`src/rtl/mpte_memory_stage.sv`:
```
// mpte_memory_stage
//   MPT walker stage sitting between two MPTE parsing stages. A walking
//   transaction carries the physical address of the next MPTE in its mpte
//   field; this stage issues a single read for that address and replaces
//   mpte with the returned entry. Skipped, invalid or already completed
//   transactions bypass memory unchanged. The result is held in a register
//   towards the next parsing stage.
//
//   Transaction layout (mptw_transaction_t, LSB first):
//     [0]      valid
//     [2:1]    walking        (2'b11 = MPT_WALKING_SKIP)
//     [3]      completed
//     [4]      access_error
//     [5]      format_error
//     [6]      plb_hit
//     [8:7]    access_type
//     [12:9]   id
//     [13]     mmpt
//     [15:14]  spa
//     [W-1:16] mpte
//
//   Ports:
//     clk_i, rst_ni                    clock, async active-low reset
//     stage_slave_*                    valid/ready/data from upstream parser
//     stage_master_*                   valid/ready/data to downstream parser
//     mem_req_o/mem_gnt_i/mem_addr_o   read request channel
//     mem_rvalid_i/mem_rdata_i/mem_err_i  read response channel
//     busy_o                           stage is not idle
module mpte_memory_stage #(
    parameter int unsigned PIPELINE_SLAVE_DATA_WIDTH  = 32,
    parameter int unsigned PIPELINE_MASTER_DATA_WIDTH = 32,
    parameter int unsigned WALKING_LEVEL              = 0,
    parameter int unsigned MEM_ADDR_WIDTH             = 32,
    parameter int unsigned MEM_DATA_WIDTH             = 64,
    parameter int unsigned TIMEOUT_CYCLES             = 256
) (
    input  logic                                  clk_i,
    input  logic                                  rst_ni,
    input  logic                                  stage_slave_valid,
    output logic                                  stage_slave_ready,
    input  logic [PIPELINE_SLAVE_DATA_WIDTH-1:0]  stage_slave_data,
    output logic                                  stage_master_valid,
    input  logic                                  stage_master_ready,
    output logic [PIPELINE_MASTER_DATA_WIDTH-1:0] stage_master_data,
    output logic                                  mem_req_o,
    input  logic                                  mem_gnt_i,
    output logic [MEM_ADDR_WIDTH-1:0]             mem_addr_o,
    input  logic                                  mem_rvalid_i,
    input  logic [MEM_DATA_WIDTH-1:0]             mem_rdata_i,
    input  logic                                  mem_err_i,
    output logic                                  busy_o
);

    localparam int unsigned SW          = PIPELINE_SLAVE_DATA_WIDTH;
    localparam int unsigned F_VALID     = 0;
    localparam int unsigned F_WALK      = 1;
    localparam int unsigned F_COMPLETED = 3;
    localparam int unsigned F_ACC_ERR   = 4;
    localparam int unsigned F_MPTE      = 16;
    localparam int unsigned MPTE_W      = SW - F_MPTE;
    localparam int unsigned CNT_W       = $clog2(TIMEOUT_CYCLES);
    localparam logic [CNT_W-1:0] CNT_LAST = CNT_W'(TIMEOUT_CYCLES - 1);
    localparam logic [1:0] MPT_WALKING_SKIP = 2'b11;

    // Elaboration-time parameter sanity checks.
    if (PIPELINE_MASTER_DATA_WIDTH != PIPELINE_SLAVE_DATA_WIDTH) begin : g_chk_width
        $error("master and slave transaction widths differ");
    end
    if (SW < F_MPTE + 3) begin : g_chk_layout
        $error("transaction too narrow to hold an mpte field");
    end
    if (MEM_DATA_WIDTH < MPTE_W) begin : g_chk_data
        $error("memory data narrower than the mpte field");
    end
    if (TIMEOUT_CYCLES < 2) begin : g_chk_timeout
        $error("TIMEOUT_CYCLES must be at least 2");
    end
    if (WALKING_LEVEL > 7) begin : g_chk_level
        $error("WALKING_LEVEL out of range for the walker");
    end

    typedef enum logic [1:0] {IDLE, REQ, WAIT_RSP, OUT} state_t;

    state_t           state_q, state_d;
    logic [SW-1:0]    txn_q, txn_d;
    logic [CNT_W-1:0] cnt_q, cnt_d;

    function automatic logic is_bypass(input logic [SW-1:0] t);
        return !t[F_VALID] || (t[F_WALK +: 2] == MPT_WALKING_SKIP) || t[F_COMPLETED];
    endfunction

    function automatic logic [SW-1:0] fault(input logic [SW-1:0] t, input logic clear_mpte);
        logic [SW-1:0] r;
        r                = t;
        r[F_ACC_ERR]     = 1'b1;
        r[F_COMPLETED]   = 1'b1;
        r[F_WALK +: 2]   = MPT_WALKING_SKIP;
        if (clear_mpte) begin
            r[SW-1:F_MPTE] = '0;
        end
        return r;
    endfunction

    function automatic logic [SW-1:0] respond(input logic [SW-1:0] t, input logic err,
                                              input logic [MEM_DATA_WIDTH-1:0] rdata);
        logic [SW-1:0] r;
        if (err) begin
            r = fault(t, 1'b1);
        end else begin
            r              = t;
            r[SW-1:F_MPTE] = MPTE_W'(rdata);
        end
        return r;
    endfunction

    always_comb begin
        state_d           = state_q;
        txn_d             = txn_q;
        cnt_d             = cnt_q;
        stage_slave_ready = 1'b0;
        case (state_q)
            IDLE: begin
                stage_slave_ready = 1'b1;
                if (stage_slave_valid) begin
                    if (is_bypass(stage_slave_data)) begin
                        txn_d   = stage_slave_data;
                        state_d = OUT;
                    end else if (stage_slave_data[F_MPTE +: 3] != 3'b000) begin
                        txn_d   = fault(stage_slave_data, 1'b0);
                        state_d = OUT;
                    end else begin
                        txn_d   = stage_slave_data;
                        cnt_d   = '0;
                        state_d = REQ;
                    end
                end
            end
            REQ: begin
                // A response in the grant cycle beats the timeout; a bare grant
                // on the last counted cycle still times out.
                if (mem_gnt_i && mem_rvalid_i) begin
                    txn_d   = respond(txn_q, mem_err_i, mem_rdata_i);
                    state_d = OUT;
                end else if (cnt_q == CNT_LAST) begin
                    txn_d   = fault(txn_q, 1'b1);
                    state_d = OUT;
                end else begin
                    cnt_d = cnt_q + CNT_W'(1);
                    if (mem_gnt_i) begin
                        state_d = WAIT_RSP;
                    end
                end
            end
            WAIT_RSP: begin
                if (mem_rvalid_i) begin
                    txn_d   = respond(txn_q, mem_err_i, mem_rdata_i);
                    state_d = OUT;
                end else if (cnt_q == CNT_LAST) begin
                    txn_d   = fault(txn_q, 1'b1);
                    state_d = OUT;
                end else begin
                    cnt_d = cnt_q + CNT_W'(1);
                end
            end
            OUT: begin
                // Only a bypass transaction may be taken while draining, since
                // it can overwrite the output register directly.
                stage_slave_ready = stage_master_ready && is_bypass(stage_slave_data);
                if (stage_master_ready) begin
                    if (stage_slave_valid && stage_slave_ready) begin
                        txn_d = stage_slave_data;
                    end else begin
                        state_d = IDLE;
                    end
                end
            end
            default: state_d = IDLE;
        endcase
    end

    always_ff @(posedge clk_i or negedge rst_ni) begin
        if (!rst_ni) begin
            state_q <= IDLE;
            txn_q   <= '0;
            cnt_q   <= '0;
        end else begin
            state_q <= state_d;
            txn_q   <= txn_d;
            cnt_q   <= cnt_d;
        end
    end

    assign stage_master_valid = (state_q == OUT);
    assign stage_master_data  = PIPELINE_MASTER_DATA_WIDTH'(txn_q);
    assign mem_req_o          = (state_q == REQ);
    assign mem_addr_o         = (state_q == REQ) ? MEM_ADDR_WIDTH'(txn_q[SW-1:F_MPTE]) : '0;
    assign busy_o             = (state_q != IDLE);

endmodule

```
`config.mk`:
```
export PLATFORM = sky130hd
export DESIGN_NAME = mpte_memory_stage
export DESIGN_NICKNAME = d
export VERILOG_FILES = /design/src/rtl/mpte_memory_stage.sv
export SDC_FILE = /design/constraint.sdc
export NUM_CORES = 1
export LEC_CHECK = 0
export CORE_MARGIN = 10
export CORE_UTILIZATION = 30
export CTS_CLUSTER_SIZE = 24
export DETAILED_ROUTE_END_ITERATION = 8
export PLACE_DENSITY = 0.7
export SLEW_MARGIN = 0
export SYNTH_ARGS = -nofsm -noshare
export SYNTH_HDL_FRONTEND = slang
export SYNTH_SLANG_ARGS = --single-unit
```
`constraint.sdc`:
```
create_clock -name clk_i -period 3.4 [get_ports clk_i]
set_input_delay 0.85 -clock clk_i [delete_from_list [all_inputs] [get_ports clk_i]]
set_output_delay 0.85 -clock clk_i [all_outputs]
set_load 0.05 [all_outputs]
```
==> results of run 1 <==
## worst max-delay path, cell delays in order
cell	delay, ns
clkdlybuf4s50_1	0.51
nand2_1	0.18
a21oi_1	0.20
a21oi_1	0.08
nor2_1	0.26
buf_12	0.18
## synthesized netlist by cell type (all sizes together), types with 3 or more instances
library cell	instances	area (um2)
buf	26	174
nand4	7	50.1
a22oi	20	150
nand2	50	188
nand2b	3	18.8
o32ai	5	51.3
o21ai	36	180
and2	16	100
a31oi	5	31.3
nand3	9	45.0
a21oi	12	63.8
clkbuf	4	15.0
ha	6	75.1
nor2	7	26.3
or2	3	18.8
nor2b	3	26.3
dfrtp	42	1050
inv	7	26.3
## kinds of logic (layout without fill, tap and decap cells)
| family | after synthesis | in the layout | share of synthesized area |
|---|---|---|---|
| AOI/OAI and AO/OA | 93 | 93 | 0.247 |
| adders and majority gates | 6 | 6 | 0.0298 |
| buffers and inverters | 37 | 125 | 0.0856 |
| DFF | 42 | 42 | 0.418 |
| other | 1 | 16 | 0.00149 |
| and+or+nand+nor | 105 | 105 | 0.218 |
## through the flow
| step | std cells | power (mW) | worst slack (ns) | utilization | cell area (um2) |
|---|---|---|---|---|---|
| 3_5_place_dp | 484 | 3.43 | 0.279 | 0.437 | 3570 |
| 2_1_floorplan | 299 | 2.65 | 0.512 | - | 2570 |
| 3_3_place_gp | 484 | 3.38 | 0.318 | 0.437 | 3570 |
| 5_1_grt | 492 | 4.03 | 0.217 | 0.448 | 3660 |
| 6_report | 492 | 3.73 | 0.282 | 0.448 | 3660 |
| 4_1_cts | 492 | 3.77 | 0.299 | 0.448 | 3660 |
## placed cells by master, fill, tap and decap left out, types with 2 or more instances in the layout
cell and n:
clkdlybuf4s50_1 88, o22ai_1 2, a21oi_1 11, nor2_1 7
clkbuf_8 6, nor3_4 2, nand4_1 6, buf_4 20
nand2_1 50, conb_1 16, nand3_1 9, and2_1 16
dfrtp_1 42, o211ai_1 2, nand2b_1 3, or2_1 2
inv_1 7, ha_1 6, nor2b_1 2, o21ai_0 10
o32ai_1 4, a31oi_1 5, a22oi_1 20, a21o_1 2
o21ai_1 26
## report_power, final
part | switching (mW) | internal (mW)
sequential | 0.132 | 0.691
clock | 0.173 | 0.163
combinational | 1.70 | 0.866
total | 2.01 | 1.72
## final timing paths
kind	end	slack (ns)	cells after the start
min in group asynchronous	cnt_q[0]	0.70	1
max in group asynchronous	stage_master_data[28]	2.11	1
hold reg to reg	stage_master_data[15]	0.49	2
setup / recovery	stage_slave_ready	0.28	6
setup reg to reg	stage_master_data[1]	0.92	6
hold / removal	stage_master_data[15]	0.49	2
## flip-flops by register name (all words and copies together), names as in the netlist
name	cells
cnt_q	8
stage_master_data	32
state_q	2
## metal layers
layer | track usage | vias up
met5 | 0 | -
met4 | 0.0274 | 0
met3 | 0.0408 | 4
met2 | 0.208 | 82
met1 | 0.150 | 1146
li1 | - | 1195
## cell type report
cell class	count	area (um2)	share of cell area
multi-input combinational	220	1310	0.356
clock inverter	2	12.5	0.00341
inverter	7	26.3	0.00717
clock buffer	6	82.6	0.0225
tap	105	131	0.0358
timing repair buffer	110	1060	0.288
sequential	42	1050	0.287
==> results.txt, run 1 <==
The flow ran to the end, and the final reports show no timing, DRC or antenna violations. The total congestion overflow after global routing is 0, and the async set-or-reset flop fraction in the synthesized netlist is 1.00. Power spread over the standard cell area amounts to 1020 nW/um2.

The startpoint of the worst register-to-register path is state_q[0]. After clock tree synthesis, the flow added hold-fix buffers numbering 0. The count of flip-flops with a built-in enable after synthesis is 0. Arrival time reported for the critical path endpoint: 2.27 ns. The ratio of final minimum period to clock period came out at 0.917.

The tools report the sequential fraction of the synthesis area as 0.418. IR analysis of the VDD net gives a maximum drop of 0.000404 V. Along the worst path, the maximum fanout reaches 6. The detailed router placed 2,427 vias in this run. Post-cts sizing count: 0.

The most frequently used flop master after synthesis was dfrtp_1. The logs give 0.124 for the global router's overall resource usage and 5 for the clock buffer count from CTS. The warning count from the yosys run came out at 0. The number of H-tree levels is 2. Summing every instance area after synthesis gives 2510 um2.

The number of different library cells used by synthesis comes to 46. For this run, the top clock speed supported by timing is 321 MHz. The run gives 3820 um as the detailed-routed wire length on met2. Signal routing reaches up to met4. The analysis attributes to cell leakage a power of 1.53 nW.

Wire segments on met3 add up to 558 um in the final route. The smallest clock period supported by the final layout is computed as 3.12 ns. Fill cells in the final layout number 827. Entering global routing, the biggest net connects 43 pins. Across all hold checks on the routed design, the worst slack comes to 0.487 ns. By startpoint and endpoint, the worst setup path is classified as in -> out. The average cell area after synthesis was 8.86 um2; the largest clock skew in the final design was 0.00612 ns. After detailed routing, the wire length on met1 is 3500 um.

The worst setup path is captured at an output port. At the pin with the least slew margin, the transition time is 1.17 ns. The fraction of final layout cells with drive strength greater than 1 works out to 0.103. The run gives 12,900 um as the first-pass GRT wire length.

The placed wire-length estimate is 6250 um, and the number of antenna violations at the first check in global routing is 0. The final net count is 495. TritonCTS built the clock tree.

Kind of launch point of the worst setup path: an input port. The run gives 7920 um as the total wirelength of the detailed-routed design. For the final hold violation count, the log shows 0.

The pre-antenna-repair detailed-routing pass consisted of 4 iterations. The run gives 2,430 as the number of global-route vias before repair. The tools report the endpoint required time on the critical path as 2.55 ns. The logs give 0 ns for the setup TNS and 0 for the reported max-cap violation count.

At the later pin of the worst-skew pair, clock insertion delay measures 0.29 ns. The remaining max-slew budget at the tightest pin was 0.217. Launch point of the critical path: stage_slave_data[1]. Pin placement for this block handled 171 I/O pins. The die footprint is 12,400 um2. Synthesis produced a netlist whose cell count is 284.

The wire length per cell after detailed routing is 16.1 um. The number of flip-flops and latches in the synthesized netlist is 42. For the core footprint, the log shows 8180 um2. The routability congestion estimate came out at 0.815.

The vertical extent of the die was 112 um; the number of slew-limit violations in the final report was 0. The CTS clock-pin slew for the worst setup and hold paths is 0.08 ns. The logs give 95 for the first-iteration detailed-routing DRC count and 42 for the number of clock sinks.

The clock passes through at most 2 buffers. The number of I/O port buffers was 106. Using the TritonRoute via totals, the vias-per-cell ratio works out to 4.93. The logs give 33 for the cell row count and 0 for the number of antenna repair diodes. Compared with the post-synthesis result, the final layout area differs by 45.7%.

After clock tree synthesis, the setup repair step added 0 buffers. For the initial standard-cell utilization of the core, the log shows 0.308. The worst hold path belongs to the class reg -> reg.

The number of routed nets with antenna violations came out at 0. Cell at the root of the clock tree: clkbuf_8. After detailed routing, the number of remaining DRC violations is 0. Setup repair after global routing left no endpoint under its margin. The run gives 0 as the count of final setup violators. The worst hold path begins at stage_master_data[15].

The floorplan die width came out at 112 um.
Note: power is estimated with default switching activity, not from simulation.
==> run 2, diff against run 1 <==
--- a/config.mk
+++ b/config.mk
@@ -5,11 +5,12 @@
 export SDC_FILE = /design/constraint.sdc
 export NUM_CORES = 1
 export LEC_CHECK = 0
+export CORE_ASPECT_RATIO = 0.5
 export CORE_MARGIN = 10
 export CORE_UTILIZATION = 30
 export CTS_CLUSTER_SIZE = 24
 export DETAILED_ROUTE_END_ITERATION = 8
-export PLACE_DENSITY = 0.7
+export PLACE_DENSITY_LB_ADDON = 0.05
 export SLEW_MARGIN = 0
 export SYNTH_ARGS = -nofsm -noshare
 export SYNTH_HDL_FRONTEND = slang
==> run 2 against run 1 <==
  * Global-route usage grew 0.70 points
  * Routed wire length grew 7.0%
  * Clock power grew 64%
  * Flip-flop and latch count is the same
  * Die area grew 1.8%
  * Critical path type unchanged
  * Largest power group unchanged
  * Highest routed layer unchanged
==> results.txt, run 2 (synthesized netlist as in run 1, its figures left out) <==
The total overflow left after global routing is 0. The switching portion of total power was 0.518. Setup total negative slack on the finished layout was measured at 0 ns.

In the final routed layout, each cell accounts on average for 16.9 um. The logs give 0 for the final hold violation count and 171 for the number of top-level design ports. The worst setup path is captured at an output port. TritonCTS built the clock tree. The tools report the first-pass GRT wire length as 13,500 um. The logs give 0.0434 for the global routing usage on met3 and 1.92 mW for the internal power summed over all cells.

The routing usage on met2 is 0.220. In this design, the stage delay of the slowest critical-path cell is 0.50 ns. The met1 capacity usage during global routing came out at 0.161. The launch point of the worst hold path is stage_master_data[14].

The die is 149 um wide. The tools report the number of global-route vias before repair as 2,472. Cell at the root of the clock tree: clkbuf_16. STA classifies the critical path startpoint as an input port. In the layout the commonest cells are 88 x clkdlybuf4s50_1, 50 x nand2_1, 42 x dfrtp_1. In this run, post-CTS repair resized a total of 0 instances. The DRC violation count after routing was 0; the number of H-tree levels was 2. The run gives 0.311 as the initial standard-cell utilization of the core. The worst register-to-register path begins at state_q[1].

The tightest hold margin was 0.486 ns; the clock buffer count from CTS was 5. The first-iteration detailed-routing DRC count was 116. Derived from the worst setup path, the maximum achievable clock frequency is 325 MHz. Setup repair after global routing left no endpoint under its margin. The power density over the cells was 1060 nW/um2. In this run the vertical extent of the chip is 84.7 um. The number of cells traversed by the worst hold path is 2, and the clock insertion delay at the later pin of the skew report is 0.29 ns. Setup slack after placement: 0.324 ns. The number of placed instances, taps included, is 493.

The tools report the capture endpoint of the worst hold path as stage_master_data[14]. The die covers 12,700 um2. The worst-case vdd ir drop is 0.000408 V, and the CTS clock-pin slew for the worst setup and hold paths is 0.07 ns. The maximum number of buffers from clock root to sink came out at 2. The remaining max-slew budget at the tightest pin came out at 0.356.

The maximum fanout along the worst path is 6, and the endpoint required time on the critical path is 2.55 ns. The run gives 0 as the number of routed nets with antenna violations. Setup violations remaining at the end of the flow were counted as 0. The multi-input combinational cells in the finished layout cover a total of 1310 um2. The congestion estimate from routability-driven global placement came to 0.844. For this design, the CTS-stage hold fixing added 0 buffers.

The number of buffer and inverter instances along the worst setup path was 2. Across the routed clock network, the largest skew measured is 0.00687 ns. The reported max-cap violation count was 0. The most numerous cell type found on the critical path is a21oi_1. The run finished with clean final reports. The register with the most flip-flops in the layout has 32 of them. The analysis attributes to cell leakage a power of 1.58 nW.

The worst path needs 3.07 ns of the cycle, external delays included. The finished layout holds 501 standard cells, fillers aside. The critical path goes through clkdlybuf4s50_1, nand2_1, a21oi_1, a21oi_1, nor2_1, buf_12.

The tools report the number of clock sinks as 42. The family of cells with the greatest summed delay on the critical path was buffers and inverters. In the final design database the tool counted 497 nets.

For the placed wire-length estimate, the log shows 6480 um. The number of antenna violations at the first check in global routing was 0. Summed over all layers, the routed wires come to 8480 um. The number of antenna repair diodes is 0.

Across all setup checks in the final design, the least slack found is 0.326 ns. The class of the tightest hold or removal check was reg -> reg. The logs give 1.01 ns for the minimum setup slack among reg-to-reg paths and 777 for the number of fillers in the final layout. The run gives 0 as the post-CTS setup buffer count. The finished cells cover 3760 um2. After floorplanning, the core was divided into 23 placement rows.

The clock network power share was 0.139. The tools report the combinational share of power as 0.654. From synthesis to final layout, the design area changed by 49.6%. The tools report the net switching component of the power as 2.07 mW. The routing layer with the top usage in global route was met2.

The slew at the pin closest to its max-slew limit was 0.966 ns; the number of vias in the routed layout was 2,434. Registers take 1050 um2. The number of I/O port buffers was 106; the placed instance area was 3590 um2. The most common cell after layout, fill and taps aside is clkdlybuf4s50_1.

The number of vias per cell after detailed routing is 4.86, and the maximum number of pins on one net before global-route repair is 43. The number of slew-limit violations in the final report came out at 0. The global router's overall resource usage came out at 0.131. The run gives 0.207 as the power share of the sequential group.

In this run the critical register-to-register path is captured at stage_master_data[31]. The highest-delay cell along the critical path is clkdlybuf4s50_1. The run gives 2.22 ns as the arrival time reported for the critical path endpoint. The fraction of final layout cells with drive strength greater than 1 came out at 0.108. The floorplan step defined a core boundary enclosing 8090 um2. The critical path class was in -> out. Iteration count of the initial detailed-routing pass: 4. The ratio of final minimum period to clock period works out to 0.904. Counting cells, the worst reg-to-reg path comes to 8.
[run 2: cell count changes in the layout (fill, tap and decap cells not counted), sizes merged]
| cell | before | now |
|---|---|---|
| clkinvlp | 1 | 0 |
| clkbuf | 6 | 5 |
| buf | 22 | 24 |
| inv | 7 | 8 |
| bufinv | 0 | 1 |
[run 2: power by group through the flow]
stage | Clock [mW] | Combinational, mW | Sequential, mW
floorplan | 0 | 1.32 | 1.33
global placement | 0 | 2.62 | 0.827
detailed placement | 0 | 2.64 | 0.836
CTS | 0.572 | 2.65 | 0.828
global route | 0.603 | 2.83 | 0.852
finish | 0.554 | 2.61 | 0.827
[run 2: worst max-delay path by stage]
stage / start / to / slack [ns] / cells after the start
2_1_floorplan: state_q[0] / stage_slave_ready / 0.51 / 6
3_3_place_gp: stage_slave_data[2] / stage_slave_ready / 0.31 / 6
3_5_place_dp: stage_slave_data[2] / stage_slave_ready / 0.32 / 6
4_1_cts: stage_slave_data[2] / stage_slave_ready / 0.31 / 6
5_1_grt: stage_slave_data[1] / stage_slave_ready / 0.19 / 6
6_report: stage_slave_data[2] / stage_slave_ready / 0.33 / 6
[run 2: metal layers]
| layer | up-vias | share of wire |
|---|---|---|
| met3 | 5 | 0.087 |
| met1 | 1150 | 0.44 |
| met4 | 0 | 0.0046 |
| met5 | - | 0 |
| li1 | 1194 | - |
| met2 | 85 | 0.47 |
[run 2: final cells by class]
| class | count | area share |
|---|---|---|
| clock buffers | 5 | 0.0333 |
| clock inverters | 3 | 0.0116 |
| inverters | 7 | 0.00698 |
| multi-input cells | 220 | 0.347 |
| flip-flops and latches | 42 | 0.279 |
| well taps | 112 | 0.0372 |
| repair buffers | 112 | 0.285 |
[run 2: worst min-delay path: stages (launching register included)]
cell and delay (ns):
dfrtp_1 0.34, nand2_1 0.04, o21ai_0 0.06
[run 2: metrics by stage]
stage                util  total power, mW
finish              0.465             3.99
global route        0.465             4.28
CTS                 0.465             4.05
detailed placement  0.444             3.48
global placement    0.444             3.44
floorplan               -             2.65
